===== src/rtl/sobel_pkg.sv =====
// Shared types and defaults for the Sobel window sequencer.
package sobel_pkg;

  localparam int COORD_W_DEF = 16;

  typedef enum logic [2:0] {
    IDLE,
    LOAD9,
    SHIFT,
    READ3,
    CALC,
    WRITE,
    ADVANCE,
    DONE
  } seq_state_t;

endpackage


===== src/rtl/sobel_sequencer_if.sv =====
// Command/strobe bundle between the Sobel sequencer and its datapath/host.
interface sobel_sequencer_if
  import sobel_pkg::*;
#(
  parameter int COORD_W = COORD_W_DEF
) ();

  logic               start;
  logic               abort;
  logic               load_done;
  logic               shift_done;
  logic               read_done;
  logic               calc_done;
  logic               write_done;
  logic               start_9_read;
  logic               start_shift;
  logic               start_read;
  logic               start_calc;
  logic               start_write;
  logic [COORD_W-1:0] win_row;
  logic [COORD_W-1:0] win_col;
  logic [COORD_W-1:0] out_addr;
  logic               busy;
  logic               all_done;

  modport slave (
    input  start, abort, load_done, shift_done, read_done, calc_done, write_done,
    output start_9_read, start_shift, start_read, start_calc, start_write,
           win_row, win_col, out_addr, busy, all_done
  );

  modport master (
    output start, abort, load_done, shift_done, read_done, calc_done, write_done,
    input  start_9_read, start_shift, start_read, start_calc, start_write,
           win_row, win_col, out_addr, busy, all_done
  );

endinterface


===== src/rtl/window_counter.sv =====
// Window centre coordinates and linear output address; the address is a plain
// incrementer so no multiplier is needed.
module window_counter
  import sobel_pkg::*;
#(
  parameter int IMG_W   = 256,
  parameter int IMG_H   = 256,
  parameter int COORD_W = COORD_W_DEF
) (
  input  logic               clk,
  input  logic               rst,
  input  logic               clear,
  input  logic               init,
  input  logic               step,
  output logic [COORD_W-1:0] win_row,
  output logic [COORD_W-1:0] win_col,
  output logic [COORD_W-1:0] out_addr,
  output logic               last_col,
  output logic               last_row
);

  localparam logic [COORD_W-1:0] COL_MAX = COORD_W'(IMG_W - 2);
  localparam logic [COORD_W-1:0] ROW_MAX = COORD_W'(IMG_H - 2);
  localparam logic [COORD_W-1:0] ONE     = COORD_W'(1);

  assign last_col = (win_col == COL_MAX);
  assign last_row = (win_row == ROW_MAX);

  always_ff @(posedge clk) begin
    if (rst || clear) begin
      win_row  <= '0;
      win_col  <= '0;
      out_addr <= '0;
    end else if (init) begin
      win_row  <= ONE;
      win_col  <= ONE;
      out_addr <= '0;
    end else if (step) begin
      out_addr <= out_addr + ONE;
      // Coordinates saturate on the final window instead of wrapping.
      if (!last_col) begin
        win_col <= win_col + ONE;
      end else if (!last_row) begin
        win_col <= ONE;
        win_row <= win_row + ONE;
      end
    end
  end

endmodule


===== src/rtl/sobel_sequencer.sv =====
// Full-frame 3x3 Sobel window sequencer: issues load/shift/read/calc/write
// commands per window and waits on the datapath completion strobes.
module sobel_sequencer
  import sobel_pkg::*;
#(
  parameter int IMG_W   = 256,
  parameter int IMG_H   = 256,
  parameter int COORD_W = COORD_W_DEF
) (
  input  logic               clk,
  input  logic               rst,
  sobel_sequencer_if.slave   bus
);

  seq_state_t         state_q;
  seq_state_t         state_d;
  logic               cnt_clear;
  logic               cnt_init;
  logic               cnt_step;
  logic               last_col;
  logic               last_row;
  logic [COORD_W-1:0] win_row;
  logic [COORD_W-1:0] win_col;
  logic [COORD_W-1:0] out_addr;

  window_counter #(
    .IMG_W   (IMG_W),
    .IMG_H   (IMG_H),
    .COORD_W (COORD_W)
  ) u_window_counter (
    .clk      (clk),
    .rst      (rst),
    .clear    (cnt_clear),
    .init     (cnt_init),
    .step     (cnt_step),
    .win_row  (win_row),
    .win_col  (win_col),
    .out_addr (out_addr),
    .last_col (last_col),
    .last_row (last_row)
  );

  assign bus.win_row  = win_row;
  assign bus.win_col  = win_col;
  assign bus.out_addr = out_addr;

  always_ff @(posedge clk) begin
    if (rst) state_q <= IDLE;
    else     state_q <= state_d;
  end

  always_comb begin
    state_d   = state_q;
    cnt_clear = 1'b0;
    cnt_init  = 1'b0;
    cnt_step  = 1'b0;
    // Abort beats start in IDLE as well as ending a pass in flight.
    if (bus.abort) begin
      state_d   = IDLE;
      cnt_clear = 1'b1;
    end else begin
      case (state_q)
        IDLE:    if (bus.start) begin
                   state_d  = LOAD9;
                   cnt_init = 1'b1;
                 end
        LOAD9:   if (bus.load_done)  state_d = CALC;
        SHIFT:   if (bus.shift_done) state_d = READ3;
        READ3:   if (bus.read_done)  state_d = CALC;
        CALC:    if (bus.calc_done)  state_d = WRITE;
        WRITE:   if (bus.write_done) state_d = ADVANCE;
        ADVANCE: begin
                   cnt_step = 1'b1;
                   if (!last_col)      state_d = SHIFT;
                   else if (!last_row) state_d = LOAD9;
                   else                state_d = DONE;
                 end
        DONE:    begin
                   state_d   = IDLE;
                   cnt_clear = 1'b1;
                 end
        default: state_d = IDLE;
      endcase
    end
  end

  // Outputs are registered from the next state so each pulse lines up with
  // the first cycle of its state.
  always_ff @(posedge clk) begin
    if (rst) begin
      bus.start_9_read <= 1'b0;
      bus.start_shift  <= 1'b0;
      bus.start_read   <= 1'b0;
      bus.start_calc   <= 1'b0;
      bus.start_write  <= 1'b0;
      bus.busy         <= 1'b0;
      bus.all_done     <= 1'b0;
    end else begin
      bus.start_9_read <= (state_d == LOAD9) && (state_q != LOAD9);
      bus.start_shift  <= (state_d == SHIFT) && (state_q != SHIFT);
      bus.start_read   <= (state_d == READ3) && (state_q != READ3);
      bus.start_calc   <= (state_d == CALC)  && (state_q != CALC);
      bus.start_write  <= (state_d == WRITE) && (state_q != WRITE);
      bus.busy         <= (state_d != IDLE);
      bus.all_done     <= (state_d == DONE);
    end
  end

endmodule


===== src/flat_wrapper.sv =====
// flat-port wrapper written by rule: the top's interface ports become plain ports
module sobel_sequencer_flat import sobel_pkg::*;
#(
  parameter int IMG_W   = 256,
  parameter int IMG_H   = 256,
  parameter int COORD_W = COORD_W_DEF
)
  (clk, rst, bus_start, bus_abort, bus_load_done, bus_shift_done, bus_read_done, bus_calc_done, bus_write_done, bus_start_9_read, bus_start_shift, bus_start_read, bus_start_calc, bus_start_write, bus_win_row, bus_win_col, bus_out_addr, bus_busy, bus_all_done);
  sobel_sequencer_if #(.COORD_W(COORD_W)) bus_i ();
  input  logic clk;
  input  logic rst;
  input wire logic [$bits(bus_i.start)-1:0] bus_start;
  input wire logic [$bits(bus_i.abort)-1:0] bus_abort;
  input wire logic [$bits(bus_i.load_done)-1:0] bus_load_done;
  input wire logic [$bits(bus_i.shift_done)-1:0] bus_shift_done;
  input wire logic [$bits(bus_i.read_done)-1:0] bus_read_done;
  input wire logic [$bits(bus_i.calc_done)-1:0] bus_calc_done;
  input wire logic [$bits(bus_i.write_done)-1:0] bus_write_done;
  output wire logic [$bits(bus_i.start_9_read)-1:0] bus_start_9_read;
  output wire logic [$bits(bus_i.start_shift)-1:0] bus_start_shift;
  output wire logic [$bits(bus_i.start_read)-1:0] bus_start_read;
  output wire logic [$bits(bus_i.start_calc)-1:0] bus_start_calc;
  output wire logic [$bits(bus_i.start_write)-1:0] bus_start_write;
  output wire logic [$bits(bus_i.win_row)-1:0] bus_win_row;
  output wire logic [$bits(bus_i.win_col)-1:0] bus_win_col;
  output wire logic [$bits(bus_i.out_addr)-1:0] bus_out_addr;
  output wire logic [$bits(bus_i.busy)-1:0] bus_busy;
  output wire logic [$bits(bus_i.all_done)-1:0] bus_all_done;
  assign bus_i.start = bus_start;
  assign bus_i.abort = bus_abort;
  assign bus_i.load_done = bus_load_done;
  assign bus_i.shift_done = bus_shift_done;
  assign bus_i.read_done = bus_read_done;
  assign bus_i.calc_done = bus_calc_done;
  assign bus_i.write_done = bus_write_done;
  assign bus_start_9_read = bus_i.start_9_read;
  assign bus_start_shift = bus_i.start_shift;
  assign bus_start_read = bus_i.start_read;
  assign bus_start_calc = bus_i.start_calc;
  assign bus_start_write = bus_i.start_write;
  assign bus_win_row = bus_i.win_row;
  assign bus_win_col = bus_i.win_col;
  assign bus_out_addr = bus_i.out_addr;
  assign bus_busy = bus_i.busy;
  assign bus_all_done = bus_i.all_done;
  sobel_sequencer #(.IMG_W(IMG_W), .IMG_H(IMG_H), .COORD_W(COORD_W)) u_core (.clk(clk), .rst(rst), .bus(bus_i));
endmodule

===== config.mk =====
export PLATFORM = sky130hd
export DESIGN_NAME = sobel_sequencer_flat
export DESIGN_NICKNAME = d
export VERILOG_FILES = /design/src/rtl/sobel_pkg.sv /design/src/rtl/sobel_sequencer_if.sv /design/src/rtl/window_counter.sv /design/src/rtl/sobel_sequencer.sv /design/src/flat_wrapper.sv
export SDC_FILE = /design/constraint.sdc
export NUM_CORES = 1
export LEC_CHECK = 0
export CAP_MARGIN = 5
export CORE_UTILIZATION = 40
export DETAILED_ROUTE_END_ITERATION = 16
export HOLD_SLACK_MARGIN = 0.08
export PLACE_DENSITY = 0.63
export SYNTH_ARGS = -nofsm -noshare
export SYNTH_HDL_FRONTEND = slang
export SYNTH_SLANG_ARGS = --single-unit

===== constraint.sdc =====
create_clock -name clk -period 6.48 [get_ports clk]
set_input_delay 1.296 -clock clk [delete_from_list [all_inputs] [get_ports clk]]
set_output_delay 1.296 -clock clk [all_outputs]
set_load 0.005 [all_outputs]

==> out/qor.yml, run 1 <==
floorplanning:
  die_w_um: 86.2
  start_util: 0.415
  coreArea_mm2: 0.00683
  dieArea_mm2: 0.00743
  fp-row-count: 30
  io_pins: 64
  fp.dieH_um: 86.2
clock_tree:
  clockBufferDepth: 2
  cts_resized: 0
  cts_hold_buf: 0
  insertion_delay_ns: 0.33
  root_buffer: "clkbuf_8"
  cts.sinks: 58
  cts_made_buffers: 9
  path_clk_slew_ns: 0.07
  cts.htree.levels: 3
  post_cts_buffers: 0
  cts_tree: "built"
route:
  firstDrtPassIters: 4
  drc: 0
  vias: 2539
  post_drt_wl_per_cell_um: 13.0
  via_per_inst: 5.12
  drt-initial-drc-count: 63
  antenna_left: 0
  drt_wl_total_um: 6430
placed_design:
  gp_congestion: 0.754
  dp_hpwl_um: 4410
  portBuffers: 63
  dp_worst_setup_slack_ns: 2.76
sta:
  slew_viol_final: 0
  fin_tns_setup_ns: 0
  relSlewSlack: 0.582
  finalHoldViolCount: 0
  setup_viol: 0
  worstMarginPinSlew_ns: 0.621
  fmax_mhz: 299
  setup_ws_ns: 3.14
  min_period_over_period: 0.516
  period_needed_ns: 3.34
  rsz0062_at_grt: "no"
  skew_ns: 0.0109
power_and_ir_drop:
  vdd_drop_max_v: 0.000122
  p_leak_nw: 1.18
  p_per_area_mw_per_mm2: 209
synth:
  yosysWarnings: 0
  synth_area_mm2: 0.00284
  syn_area_per_cell_um2: 8.49
  ys_ff_latch: 58
  syn_inst: 334
  ys_seq_area_frac: 0.409
  syn-num-nets: 348
  synth_cell_types: 54
cells_and_area:
  area_growth_pct: 32.8
  nets: 409
  layout-drive-gt1-share: 0.0700
  n_antenna_cell: 0
hold_path:
  min-delay-start: "u_core.u_window_counter.out_addr[7]"
  min_to: "u_core.u_window_counter.out_addr[7]"
  min_path_type: "flop to flop"
  hold_depth: 2
global_routing:
  grt_pass1_vias: 2279
  grt_max_degree: 35
  grt.overflow.total: 0
  antenna_found_initial: 0
  grt_pass1_wl_um: 10600
  grtUsageTotal: 0.181
critical_path:
  r2r-end: "u_core.u_window_counter.win_col[13]"
  crit_path_max_fanout: 9
  path_class: "primary input to flop"
  start_kind: "primary input"
  end_kind: "flop"
  required_ns: 6.69
  rr_worst_depth: 7
  r2r_start: "u_core.u_window_counter.win_row[1]"
  crit_start: "bus_abort"
  arrival_ns: 3.56
  reg2reg_slack_ns: 3.85
run:
  cap_viol_max_count: 0
outcome:
  outcome: "finished clean"
synth_stat cells (all sizes together):
library cell / number / area share
a2111oi: 2 / 0.0084
a211o: 1 / 0.0031
a211oi: 1 / 0.0026
a21o: 2 / 0.0053
a21oi: 19 / 0.034
a221oi: 1 / 0.0031
a22oi: 2 / 0.0053
a311o: 1 / 0.0035
a31oi: 1 / 0.0022
and2: 3 / 0.0066
and3: 2 / 0.0044
and3b: 2 / 0.0062
and4: 6 / 0.019
and4bb: 1 / 0.0044
buf: 8 / 0.017
clkbuf: 7 / 0.0097
dfxtp: 58 / 0.41
ha: 5 / 0.022
inv: 9 / 0.012
mux2i: 2 / 0.0071
nand2: 25 / 0.033
nand2b: 3 / 0.0066
nand3: 17 / 0.030
nand3b: 2 / 0.0053
nand4: 11 / 0.024
nand4b: 1 / 0.0031
nand4bb: 1 / 0.0097
nor2: 50 / 0.066
nor2b: 4 / 0.0088
nor3: 11 / 0.019
nor3b: 1 / 0.0044
nor4: 4 / 0.0088
nor4b: 2 / 0.011
nor4bb: 1 / 0.0035
o2111ai: 1 / 0.0031
o21ai: 15 / 0.028
o221ai: 1 / 0.0031
o22ai: 1 / 0.0022
or2: 1 / 0.0022
or3: 13 / 0.030
or4: 3 / 0.0093
or4b: 1 / 0.0049
xnor2: 19 / 0.059
xor2: 13 / 0.040
critical path, cell delays in order:
cell and delay [ns]:
clkdlybuf4s50_1 0.56, nor3b_2 0.31, nand2_1 0.18, or4_1 0.72, nor3_1 0.29, xnor2_1 0.15, nor2_1 0.05
cell usage in the layout (no fill, tap or decap), types with 2 or more instances in the layout:
master           count
a21o_1               2
a21oi_1             19
a22oi_1              2
and2_1               3
and3_1               2
and3b_1              2
and4_1               5
buf_4                2
bufinv_16            3
clkbuf_1             2
clkbuf_8             9
clkdlybuf4s50_1     63
dfxtp_1             58
ha_1                 5
inv_1                9
mux2i_1              2
nand2_1             25
nand2b_1             3
nand3_1             17
nand3b_1             2
nand4_1             11
nor2_1              50
nor2b_1              4
nor3_1              11
nor4_1               4
o21ai_0             14
or3_1               11
or3_2                2
or4_1                2
xnor2_1             19
xor2_1              13
cells by family after synthesis:
logic type | share of synthesized area
XOR/XNOR | 0.0988
multiplexers | 0.00706
AND/OR/NAND/NOR | 0.321
flip-flops | 0.409
AO/OA/AOI/OAI | 0.103
buffers and inverters | 0.0384
adder cells (fa/ha/maj) | 0.0221
state kept, by name, indices dropped and copies added (netlist names):
register and cells:
u_core.bus.all_done 1, u_core.bus.busy 1, u_core.bus.start_9_read 1, u_core.bus.start_calc 1
u_core.bus.start_read 1, u_core.bus.start_shift 1, u_core.bus.start_write 1, u_core.state_q 3
u_core.u_window_counter.out_addr 16, u_core.u_window_counter.win_col 16, u_core.u_window_counter.win_row 16
worst max-delay path by stage:
stage | slack (ns) | cells past startpoint | end
final | 3.14 | 7 | u_core.u_window_counter.win_row[15]
after global routing | 2.91 | 6 | u_core.u_window_counter.win_col[13]
after CTS | 3.14 | 7 | u_core.u_window_counter.win_row[15]
after detailed placement | 2.76 | 7 | u_core.u_window_counter.win_row[15]
after global placement | 2.86 | 7 | u_core.u_window_counter.win_row[15]
after floorplan | 3.49 | 7 | u_core.u_window_counter.win_row[11]
through the flow:
step / cell area [µm²] / cells / power [W] / util / hold WS (ns)
global placement: 3530 / 480 / 0.000393 / 0.517 / 0.487
floorplan: 2840 / 334 / 0.000382 / - / 0.477
detailed placement: 3530 / 480 / 0.000393 / 0.517 / 0.504
finish: 3770 / 496 / 0.000786 / 0.551 / 0.508
CTS: 3770 / 496 / 0.000794 / 0.551 / 0.516
global route: 3770 / 496 / 0.000813 / 0.551 / 0.541
layer usage:
| layer | vias up | routed length (µm) | track usage |
|---|---|---|---|
| li1 | 1301 | - | - |
| met1 | 1171 | 3130 | 0.236 |
| met2 | 59 | 2930 | 0.287 |
| met3 | 8 | 283 | 0.0410 |
| met4 | 0 | 86 | 0.0803 |
| met5 | - | 0 | 0 |
power by group:
part           switching [W]  internal, W
Combinational      0.0000126    0.0000112
Sequential        0.00000258     0.000358
Clock               0.000146     0.000255
Total               0.000161     0.000625
area by class of cell:
class	count	area, µm²
Clock buffer	11	131
Multi-Input combinational cell	252	1570
Clock inverter	5	103
Timing Repair Buffer	65	646
Tap cell	96	120
Fill cell	669	3060
Inverter	9	33.8
Sequential cell	58	1160
Power figures use the tool's default switching activity.
==> inputs of run 2 (changes only) <==
--- a/config.mk
+++ b/config.mk
@@ -9,7 +9,7 @@
 export CORE_UTILIZATION = 40
 export DETAILED_ROUTE_END_ITERATION = 16
 export HOLD_SLACK_MARGIN = 0.08
-export PLACE_DENSITY = 0.63
+export PLACE_DENSITY = 0.65
 export SYNTH_ARGS = -nofsm -noshare
 export SYNTH_HDL_FRONTEND = slang
 export SYNTH_SLANG_ARGS = --single-unit
==> constraint.sdc (replaced) <==
create_clock -name clk -period 3 [get_ports clk]
set_input_delay 0.6 -clock clk [delete_from_list [all_inputs] [get_ports clk]]
set_output_delay 0.6 -clock clk [all_outputs]
set_load 0.005 [all_outputs]
==> out/qor.yml, run 2 (synthesized netlist as in run 1, its figures left out) <==
sta:
  fin_tns_setup_ns: 0
  relSlewSlack: 0.642
  setup_viol: 0
  min_period_over_period: 0.861
  finalHoldViolCount: 0
  worstMarginPinSlew_ns: 0.532
  slew_viol_final: 0
  skew_ns: 0.00558
  rsz0062_at_grt: "no"
  fmax_mhz: 387
  period_needed_ns: 2.58
global_routing:
  grt_pass1_vias: 2222
  antenna_found_initial: 0
  grt_pass1_wl_um: 10300
  grt.overflow.total: 0
  grtUsageTotal: 0.176
  grt_max_degree: 34
outcome:
  outcome: "finished clean"
critical_path:
  end_kind: "flop"
  r2r_start: "u_core.u_window_counter.win_row[0]"
  path_class: "flop to flop"
  start_kind: "flop"
  crit_path_max_fanout: 12
  required_ns: 3.21
  reg2reg_slack_ns: 0.42
  r2r-end: "u_core.u_window_counter.win_col[13]"
  cp-endpoint: "u_core.u_window_counter.win_col[13]"
  crit_start: "u_core.u_window_counter.win_row[0]"
  rr_worst_depth: 8
  arrival_ns: 2.79
placed_design:
  gp_congestion: 0.797
  dpl.cell_count: 486
  portBuffers: 63
  dp_hpwl_um: 4610
clock_tree:
  cts_made_buffers: 9
  clockBufferDepth: 2
  cts_resized: 0
  cts_hold_buf: 0
  post_cts_buffers: 0
  cts.sinks: 58
  cts.htree.levels: 3
  path_clk_slew_ns: 0.06
  cts_tree: "built"
  insertion_delay_ns: 0.32
  root_buffer: "clkbuf_8"
cells_and_area:
  largestRegisters: "u_core.u_window_counter.out_addr x16, u_core.u_window_counter.win_col x16, u_core.u_window_counter.win_row x16"
  fin_util: 0.552
  nets: 415
  final_cells: 500
  n_antenna_cell: 0
  area_growth_pct: 32.9
  final_common_cell: "clkdlybuf4s50_1"
  fillers: 656
  final_cell_mix: "clkdlybuf4s50_1 (63), dfxtp_1 (58), nor2_1 (50), nand2_1 (25)"
  layout-drive-gt1-share: 0.0842
route:
  vias: 2519
  drc: 0
  drt-initial-drc-count: 87
  drt_wl_total_um: 6380
  via_per_inst: 5.04
  antenna_left: 0
  post_drt_wl_per_cell_um: 12.8
  firstDrtPassIters: 4
floorplanning:
  start_util: 0.415
  fp-row-count: 30
  coreArea_mm2: 0.00683
  dieArea_mm2: 0.00743
  fp.dieH_um: 86.2
  io_pins: 64
  die_w_um: 86.2
power_and_ir_drop:
  vdd_drop_max_v: 0.000198
  p_leak_nw: 1.20
  p_per_area_mw_per_mm2: 407
hold_path:
  min_path_type: "flop to flop"
  hold_depth: 2
run:
  cap_viol_max_count: 0
==> run 2: through the flow <==
stage	area [µm²]	worst slack [ns]	total power (W)	hold slack [ns]
after floorplan	2840	0.703	0.000825	0.477
after global placement	3580	0.309	0.000850	0.497
after detailed placement	3580	0.277	0.000850	0.501
after CTS	3770	0.419	0.00155	0.513
after global routing	3770	0.208	0.00160	0.542
final	3770	0.418	0.00154	0.509
==> run 2: report_power, final <==
part | switching [W] | internal (W) | leakage (nW) | total (W)
Sequential | 0.00000571 | 0.000774 | 0.468 | 0.000780
Clock | 0.000286 | 0.000417 | 0.101 | 0.000703
Combinational | 0.0000271 | 0.0000258 | 0.632 | 0.0000529
==> run 2: cell type report <==
type | count | area (µm²) | share of cell area
Multi-Input combinational cell | 252 | 1570 | 0.417
Inverter | 9 | 33.8 | 0.00896
Sequential cell | 58 | 1160 | 0.308
Tap cell | 96 | 120 | 0.0319
Clock buffer | 11 | 151 | 0.0402
Timing Repair Buffer | 71 | 691 | 0.183
Clock inverter | 3 | 40.0 | 0.0106
==> run 2: worst max-delay path: stages, from the launching register on <==
cell      delay (ns)
dfxtp_1         0.35
inv_1           0.10
ha_1            0.16
or4b_4          0.47
or4_4           0.57
o21ai_2         0.42
nand3b_1        0.19
xor2_1          0.16
nor2_1          0.05
==> run 2: layer usage <==
layer  up-vias  GRT usage  share of wire
met4         0     0.0758         0.0072
met3         4     0.0390          0.045
met2        50      0.281           0.47
li1       1306          -              -
met5         -          0              0
met1      1159      0.229           0.48
==> run 2: worst min path at each step <==
stage | from | endpoint | slack, ns
final | u_core.u_window_counter.out_addr[1] | u_core.u_window_counter.out_addr[1] | 0.51
after global routing | u_core.u_window_counter.out_addr[7] | u_core.u_window_counter.out_addr[7] | 0.54
after CTS | u_core.u_window_counter.out_addr[1] | u_core.u_window_counter.out_addr[1] | 0.51
after detailed placement | u_core.u_window_counter.out_addr[7] | u_core.u_window_counter.out_addr[7] | 0.50
after global placement | u_core.u_window_counter.out_addr[7] | u_core.u_window_counter.out_addr[7] | 0.50
after floorplan | u_core.u_window_counter.out_addr[1] | u_core.u_window_counter.out_addr[1] | 0.48
==> inputs of run 3 (changes only) <==
--- a/config.mk
+++ b/config.mk
@@ -7,6 +7,7 @@
 export LEC_CHECK = 0
 export CAP_MARGIN = 5
 export CORE_UTILIZATION = 40
+export CTS_BUF_LIST = sky130_fd_sc_hd__clkbuf_8
 export DETAILED_ROUTE_END_ITERATION = 16
 export HOLD_SLACK_MARGIN = 0.08
 export PLACE_DENSITY = 0.65
==> results of run 3 <==
The final DEF is identical to that of run 2; final timing and power are the same.
